`config.mk`:
```
export PLATFORM = sky130hd
export DESIGN_NAME = updown_counter_param_flat
export DESIGN_NICKNAME = d
export VERILOG_FILES = /design/src/rtl/updown_counter_param_if.sv /design/src/rtl/updown_counter_param.sv /design/src/flat_wrapper.sv
export SDC_FILE = /design/constraint.sdc
export NUM_CORES = 1
export LEC_CHECK = 0
export BUFFER_PORTS_ARGS = -buffer_cell sky130_fd_sc_hd__buf_2
export CAP_MARGIN = 20
export CORE_MARGIN = 2
export CORE_UTILIZATION = 40
export DETAILED_ROUTE_END_ITERATION = 8
export GPL_ROUTABILITY_DRIVEN = 0
export MAX_ROUTING_LAYER = met4
export PLACE_DENSITY_LB_ADDON = 0.12
export SYNTH_ARGS = -nofsm -noshare
export SYNTH_HDL_FRONTEND = slang
export SYNTH_SLANG_ARGS = --single-unit
```
`constraint.sdc`:
```
create_clock -name clk -period 2.5 [get_ports clk]
set_input_delay 0.25 -clock clk [delete_from_list [all_inputs] [get_ports clk]]
set_output_delay 0.25 -clock clk [all_outputs]
set_load 0.02 [all_outputs]
```
`src/rtl/updown_counter_param_if.sv`:
```
// Control and status bundle of the modulo-N up/down counter.
// The master drives the controls; the slave (the counter) drives count and flags.
interface updown_counter_param_if #(
   parameter int WIDTH = 5
);
   logic             clr;
   logic             en;
   logic             up_dn;
   logic             load;
   logic [WIDTH-1:0] load_val;
   logic [WIDTH-1:0] count;
   logic             tc;
   logic             load_err;
   logic             at_max;
   logic             at_min;

   modport master (
      output clr, en, up_dn, load, load_val,
      input  count, tc, load_err, at_max, at_min
   );

   modport slave (
      input  clr, en, up_dn, load, load_val,
      output count, tc, load_err, at_max, at_min
   );
endinterface

```
`src/rtl/updown_counter_param.sv`:
```
// Modulo-MOD up/down counter with clear, parallel load and wrap or saturate mode.
// The terminal-count and illegal-load pulses are registered; the boundary flags decode count directly.
module updown_counter_param #(
   parameter int WIDTH     = 5,
   parameter int MOD       = 32,
   parameter int SATURATE  = 0,
   parameter int RESET_VAL = 0
) (
   input logic                  clk,
   input logic                  rst_n,
   updown_counter_param_if.slave bus
);
   localparam logic [WIDTH-1:0] MAX_VAL  = WIDTH'(MOD - 1);
   localparam logic [WIDTH-1:0] RST_VAL  = WIDTH'(RESET_VAL);
   localparam logic [WIDTH:0]   MOD_EXT  = (WIDTH + 1)'(MOD);
   localparam logic             SAT_MODE = (SATURATE != 0);

   logic [WIDTH-1:0] count_r;
   logic [WIDTH-1:0] count_nxt_s;
   logic             tc_r;
   logic             tc_nxt_s;
   logic             load_err_r;
   logic             load_err_nxt_s;
   logic             at_max_s;
   logic             at_min_s;
   logic             load_ok_s;

   // Wrap or hold at MOD-1, so the count never leaves 0..MOD-1 even when MOD < 2**WIDTH.
   function automatic logic [WIDTH-1:0] step_up(input logic [WIDTH-1:0] cur);
      logic [WIDTH-1:0] res;
      if (cur == MAX_VAL) begin
         res = SAT_MODE ? MAX_VAL : {WIDTH{1'b0}};
      end else begin
         res = cur + WIDTH'(1);
      end
      return res;
   endfunction

   function automatic logic [WIDTH-1:0] step_down(input logic [WIDTH-1:0] cur);
      logic [WIDTH-1:0] res;
      if (cur == {WIDTH{1'b0}}) begin
         res = SAT_MODE ? {WIDTH{1'b0}} : MAX_VAL;
      end else begin
         res = cur - WIDTH'(1);
      end
      return res;
   endfunction

   assign at_max_s  = (count_r == MAX_VAL);
   assign at_min_s  = (count_r == {WIDTH{1'b0}});
   // Extra top bit keeps the compare correct when MOD == 2**WIDTH.
   assign load_ok_s = ({1'b0, bus.load_val} < MOD_EXT);

   // Next-state decode with priority clr > load > en > hold.
   always_comb begin
      count_nxt_s    = count_r;
      tc_nxt_s       = 1'b0;
      load_err_nxt_s = 1'b0;
      if (bus.clr) begin
         count_nxt_s = RST_VAL;
      end else if (bus.load) begin
         if (load_ok_s) begin
            count_nxt_s = bus.load_val;
         end else begin
            load_err_nxt_s = 1'b1;
         end
      end else if (bus.en) begin
         if (bus.up_dn) begin
            count_nxt_s = step_up(count_r);
            tc_nxt_s    = at_max_s;
         end else begin
            count_nxt_s = step_down(count_r);
            tc_nxt_s    = at_min_s;
         end
      end else begin
         count_nxt_s = count_r;
      end
   end

   // Count and pulse registers.
   always_ff @(posedge clk or negedge rst_n) begin
      if (!rst_n) begin
         count_r    <= RST_VAL;
         tc_r       <= 1'b0;
         load_err_r <= 1'b0;
      end else begin
         count_r    <= count_nxt_s;
         tc_r       <= tc_nxt_s;
         load_err_r <= load_err_nxt_s;
      end
   end

   assign bus.count    = count_r;
   assign bus.tc       = tc_r;
   assign bus.load_err = load_err_r;
   assign bus.at_max   = at_max_s;
   assign bus.at_min   = at_min_s;
endmodule
```
`src/flat_wrapper.sv`:
```
// flat-port wrapper written by rule: the top's interface ports become plain ports
module updown_counter_param_flat 
#(
   parameter int WIDTH     = 5,
   parameter int MOD       = 32,
   parameter int SATURATE  = 0,
   parameter int RESET_VAL = 0
)
  (clk, rst_n, bus_clr, bus_en, bus_up_dn, bus_load, bus_load_val, bus_count, bus_tc, bus_load_err, bus_at_max, bus_at_min);
  updown_counter_param_if #(.WIDTH(WIDTH)) bus_i ();
  input logic clk;
  input logic rst_n;
  input wire logic [$bits(bus_i.clr)-1:0] bus_clr;
  input wire logic [$bits(bus_i.en)-1:0] bus_en;
  input wire logic [$bits(bus_i.up_dn)-1:0] bus_up_dn;
  input wire logic [$bits(bus_i.load)-1:0] bus_load;
  input wire logic [$bits(bus_i.load_val)-1:0] bus_load_val;
  output wire logic [$bits(bus_i.count)-1:0] bus_count;
  output wire logic [$bits(bus_i.tc)-1:0] bus_tc;
  output wire logic [$bits(bus_i.load_err)-1:0] bus_load_err;
  output wire logic [$bits(bus_i.at_max)-1:0] bus_at_max;
  output wire logic [$bits(bus_i.at_min)-1:0] bus_at_min;
  assign bus_i.clr = bus_clr;
  assign bus_i.en = bus_en;
  assign bus_i.up_dn = bus_up_dn;
  assign bus_i.load = bus_load;
  assign bus_i.load_val = bus_load_val;
  assign bus_count = bus_i.count;
  assign bus_tc = bus_i.tc;
  assign bus_load_err = bus_i.load_err;
  assign bus_at_max = bus_i.at_max;
  assign bus_at_min = bus_i.at_min;
  updown_counter_param #(.WIDTH(WIDTH), .MOD(MOD), .SATURATE(SATURATE), .RESET_VAL(RESET_VAL)) u_core (.clk(clk), .rst_n(rst_n), .bus(bus_i));
endmodule
```
; Word-level counts from Yosys, hierarchy flattened
; Cells that the tools add are included.
[word_totals]
output_inout_bits = 9
input_bits = 11
word_cells = 17
reg_bits = 6
[op_classes]
eq_ne = 1
add_sub_neg = 2
reduce_logical = 2
muxes = 10
[ops]
columns = op, n
row1 = two-way mux 5 bit, 6
row2 = "adder 5 x 1 -> 5 bit, second input constant", 1
row3 = "== test 5 bit, second input constant", 1
row4 = zero test 5 bit, 1
row5 = "subtractor 5 x 1 -> 5 bit, second input constant", 1
row6 = two-way mux 1 bit, 4
row7 = nonzero test 3 bit, 1

; Depth between registers and ports, before layout
[depth]
word_depth = 6
mapped_depth = 7
depth_no_buf = 7

; Worst setup path after synthesis
; OpenSTA, ideal clock, no wires.
[synth_timing]
path_kind = register to register
start = register u_core.count_r[0] (netlist: u_core.bus.count[0])
end = register u_core.count_r[2] (netlist: u_core.bus.count[2])
t_arrival_ps = 1766
t_required_ps = 2418
slack_ps = 651
synth_period_minus_slack_ps = 1849
path_buffers = 0
stages_incl_launch_ff = 8
setup_ps = 82
cell_sequence = dfrtp_1 > ha_1 > and3_1 > ha_1 > nor2b_1 > a2bb2oi_1 > o31a_1 > o22ai_1
[synth_via]
elab_chain_len = 6
word_cells_on_any_way = 10
classes_between = 2 x add/sub / 1 x eq/ne / 6 x mux / 1 x reduce/logical
[synth_lines]
columns = element, line_no
row1 = from (decl), updown_counter_param.sv:18  ; logic [WIDTH-1:0] count_r;
row2 = from (signal assigned), updown_counter_param.sv:87  ; count_r <= count_nxt_s;
row3 = == test 5 bit, -
row4 = named net bus_at_max, flat_wrapper.sv:21  ; output wire logic [$bits(bus_i.at_max)-1:0] bus_at_max;
row5 = two-way mux 5 bit, updown_counter_param.sv:31  ; if (cur == MAX_VAL) begin
row6 = two-way mux 5 bit, updown_counter_param.sv:68  ; if (bus.up_dn) begin
row7 = two-way mux 5 bit, updown_counter_param.sv:67  ; end else if (bus.en) begin
row8 = two-way mux 5 bit, updown_counter_param.sv:61  ; end else if (bus.load) begin
row9 = two-way mux 5 bit, updown_counter_param.sv:59  ; if (bus.clr) begin
; The timed path passes the listed nets, and every way through them passes these cells. The select of a mux whose other input is x is not followed.
; A chain may end at the register's enable or synchronous reset.

; Worst setup path after layout
[layout_timing]
start = register u_core.count_r[0] (netlist: u_core.bus.count[0])
end = register u_core.count_r[2] (netlist: u_core.bus.count[2])
[layout_via]
elab_chain_len = 6
word_cells_on_any_way = 10
classes_between = 2 x add/sub / 1 x eq/ne / 6 x mux / 1 x reduce/logical
[layout_lines]
columns = element, line_no
row1 = "subtractor 5 x 1 -> 5 bit, or another cell as far along", updown_counter_param.sv:44  ; res = cur - WIDTH'(1);
row2 = "two-way mux 5 bit, on equally long branches", "updown_counter_param.sv:41, updown_counter_param.sv:31"
row3 = two-way mux 5 bit *, updown_counter_param.sv:68
row4 = two-way mux 5 bit *, updown_counter_param.sv:67
row5 = two-way mux 5 bit *, updown_counter_param.sv:61
row6 = two-way mux 5 bit *, updown_counter_param.sv:59
; Mark *: on every way between the ends. The rest lies on a longest branch, timed or not. The select of a mux whose other input is x is not followed.

==> metrics.md <==
| Metric | Value |
|---|---|
| Psw | `0.0956 mW` |
| CTS tree | `done` |
| Critical Path RT | `2.65 ns` |
| Post-synth top area cell | `dfrtp_1` |
| Total CTS buffers | `3` |
| Leakage | `0.311 nW` |
| Tcrit/Tclk final | `72.9%` |
| Post-cts sizing count | `0` |
| Outcome | `complete, no violations` |
| Fill cell count | `134` |
| Yosys reg bits | `6` |
| Global-route wire length before repair | `1750 µm` |
| CP Max Fanout | `6` |
| Global-route usage over all layers | `16.9%` |
| DRT iter0 DRCs | `4` |
| Boundary Pins | `20` |
| H-Tree Depth | `1` |
| CP endpoint kind | `flop` |
| Remaining DRCs | `0` |
| Via density | `5.21` |
| Initial antenna violation count | `0` |
| Ys flop type | `dfrtp_1` |
| Commonest non-fill, non-tap cell in the layout | `buf_2` |
| Final core occ | `49.9%` |
| Placed cells | `90` |
| Most frequent cells in the layout | `buf_2 (18), o21ai_0 (6), dfrtp_1 (6)` |
| Post-DP HPWL | `941 µm` |
| Post-Syn Area | `524 µm²` |
| Sink Count | `6` |
| FF+latch area | `150 µm²` |
| Max cap viols | `0` |
| Max Root-Sink Buffers | `2` |
| Share of flip-flops with an asynchronous set or reset | `100%` |
| Unrepaired setup endpoints after global routing | `no` |
| Final Hold Fails | `0` |
| Top cell type's share of synthesized area | `28.6%` |
| Largest net degree at the start of global routing | `12` |
| Combinational cell fraction of total power | `31.1%` |
| Startpoint Class | `flop` |
| Clock transition at path regs | `0.05 ns` |
| Die X | `40.2 µm` |
| Cells after synthesis | `62` |
| CTS Root Buffer Type | `clkbuf_4` |
| Worst path most repeated cell | `ha_1` |
| Min-delay worst type | `input port to flop` |
| Buffers on Ports | `18` |
| WL/cell | `12.3 µm` |
| Area Growth Syn to Fin | `20.8%` |
| Crit path time final | `1.82 ns` |
| Area of the multi-input gates | `323 µm²` |
| Cell Pwr Density | `469 nW/µm²` |
| Synth top area cells | `dfrtp_1 (29%), ha_1 (7.2%), o21ai_0 (5.7%), inv_1 (3.6%), nor2b_1 (3.6%)` |
| Final net count | `95` |
| Final Max Slew Viols | `0` |
| Final Non-Filler Cells | `94` |
| Cell variety after synth | `34` |
| Sequential share of power | `39.6%` |
| CP Class | `flop to flop` |
| Critical Path AT | `1.98 ns` |
| Final Power | `0.297 mW` |
| YS warnings | `0` |
| Detailed-route via count | `490` |
| Max frequency | `549 MHz` |
| Sequential share of the synthesized area | `28.6%` |
| Syn Area/Cell | `8.46 µm²` |
| Final Skew | `0.00435 ns` |
| Number of synthesized flops with an enable pin | `0` |
| Switching share of total power | `32.2%` |
| Final wirelength | `1150 µm` |
| # setup viols final | `0` |
| Internal | `0.202 mW` |
| Vias in the first global route | `425` |
| FP Rows | `13` |
| Worst path max stage delay | `0.43 ns` |
| Syn Nets | `76` |
| Critical Path, Cell by Cell | `ha_1, and3_1, ha_1, nor2b_1, a2bb2oi_1, o31a_1, o22ai_1` |
| Starting Density | `41.3%` |
| IR drop worst, VDD | `0.000264 V` |
| Clock power frac | `29.3%` |
| Antenna cells | `0` |
| Slowest CP cell | `dfrtp_1` |
| Layout cells sized above 1 | `29.1%` |
| Die Y | `40.2 µm` |
| Die area | `1620 µm²` |
| DR pass1 iterations | `2` |
| Final ANT Viol Nets | `0` |
| Overflow after GRT | `0` |
| Worst-skew pair later-pin latency | `0.24 ns` |
| CORE AREA | `1270 µm²` |
| Final setup TNS | `0 ns` |
cell families (layout without fill, tap and decap cells):
| family | after synthesis | count (layout) | synth area share [%] |
|---|---|---|---|
| other | 1 | 1 | 0.715 |
| buffers and inverters | 10 | 27 | 9.78 |
| flip-flops | 6 | 6 | 28.6 |
| AO/OA/AOI/OAI | 18 | 18 | 22.2 |
| XOR/XNOR | 2 | 2 | 3.34 |
| AND/OR/NAND/NOR | 20 | 20 | 24.1 |
| multiplexers | 2 | 2 | 4.06 |
| adder cells (fa/ha/maj) | 3 | 3 | 7.16 |
critical path: cells and delay by family (launching register included):
| family | cells | cell delay (ns) |
|---|---|---|
| adders and majority gates | 2 | 0.48 |
| DFF | 1 | 0.43 |
| and+or+nand+nor | 2 | 0.36 |
| AOI/OAI and AO/OA | 3 | 0.47 |
registers in the layout (all words and copies together) (netlist names):
signal            flops
u_core.bus.count      5
u_core.bus.tc         1
repair_timing:
action | 4_1_cts | 5_1_grt
setup buffers | 0 | 0
hold buffers | 1 | 0
setup endpoints to repair | 0 | 0
hold endpoints to repair | 6 | 0
final cells by class:
cell class / count / area share [%]
timing repair buffer: 19 / 15.8
tap: 15 / 2.96
clock buffer: 3 / 3.56
sequential: 6 / 23.7
multi-input combinational: 46 / 51.0
inverter: 5 / 2.96
routing by layer:
metal | routed length [µm] | vias to the layer above | GRT usage (%)
li1 | - | 258 | -
met5 | 0 | - | -
met4 | 0 | 0 | 0
met1 | 552 | 219 | 20.3
met3 | 59 | 0 | 6.67
met2 | 542 | 13 | 28.6
synth_stat cells, types with 2 or more instances:
cell type	instances
o22ai_1	2
o21ai_0	6
nor3b_1	2
dfrtp_1	6
a21oi_1	3
nor2b_1	3
nand2_1	4
xnor2_1	2
inv_1	5
or2_1	2
ha_1	3
nand3b_1	2
final timing paths:
kind                                     start                   to  slack (ns)  cells past startpoint
setup / recovery           u_core.bus.count[0]  u_core.bus.count[2]        0.68                      7
hold / removal                         bus_clr  u_core.bus.count[1]        0.23                      2
setup reg to reg           u_core.bus.count[0]  u_core.bus.count[2]        0.68                      7
hold reg to reg            u_core.bus.count[0]  u_core.bus.count[3]        0.78                      3
max in group asynchronous                rst_n  u_core.bus.count[4]        2.00                      2
min in group asynchronous                rst_n  u_core.bus.count[3]        0.36                      2
power by group through the flow:
stage          sequential, mW  clock [mW]  combinational, mW
2_1_floorplan           0.122           0             0.0623
5_1_grt                 0.119      0.0973              0.103
3_3_place_gp            0.119           0             0.0921
3_5_place_dp            0.119           0             0.0919
6_report                0.118      0.0870             0.0923
4_1_cts                 0.118      0.0914             0.0935
per-stage QoR:
stage          hold WS [ns]  area (µm²)  setup slack [ns]
2_1_floorplan       -0.0456         524             0.651
3_3_place_gp         0.0819         601             0.764
3_5_place_dp         0.0817         601             0.688
4_1_cts               0.223         633             0.674
5_1_grt               0.240         633             0.562
6_report              0.234         633             0.678
(Power assumes the default switching activity.)
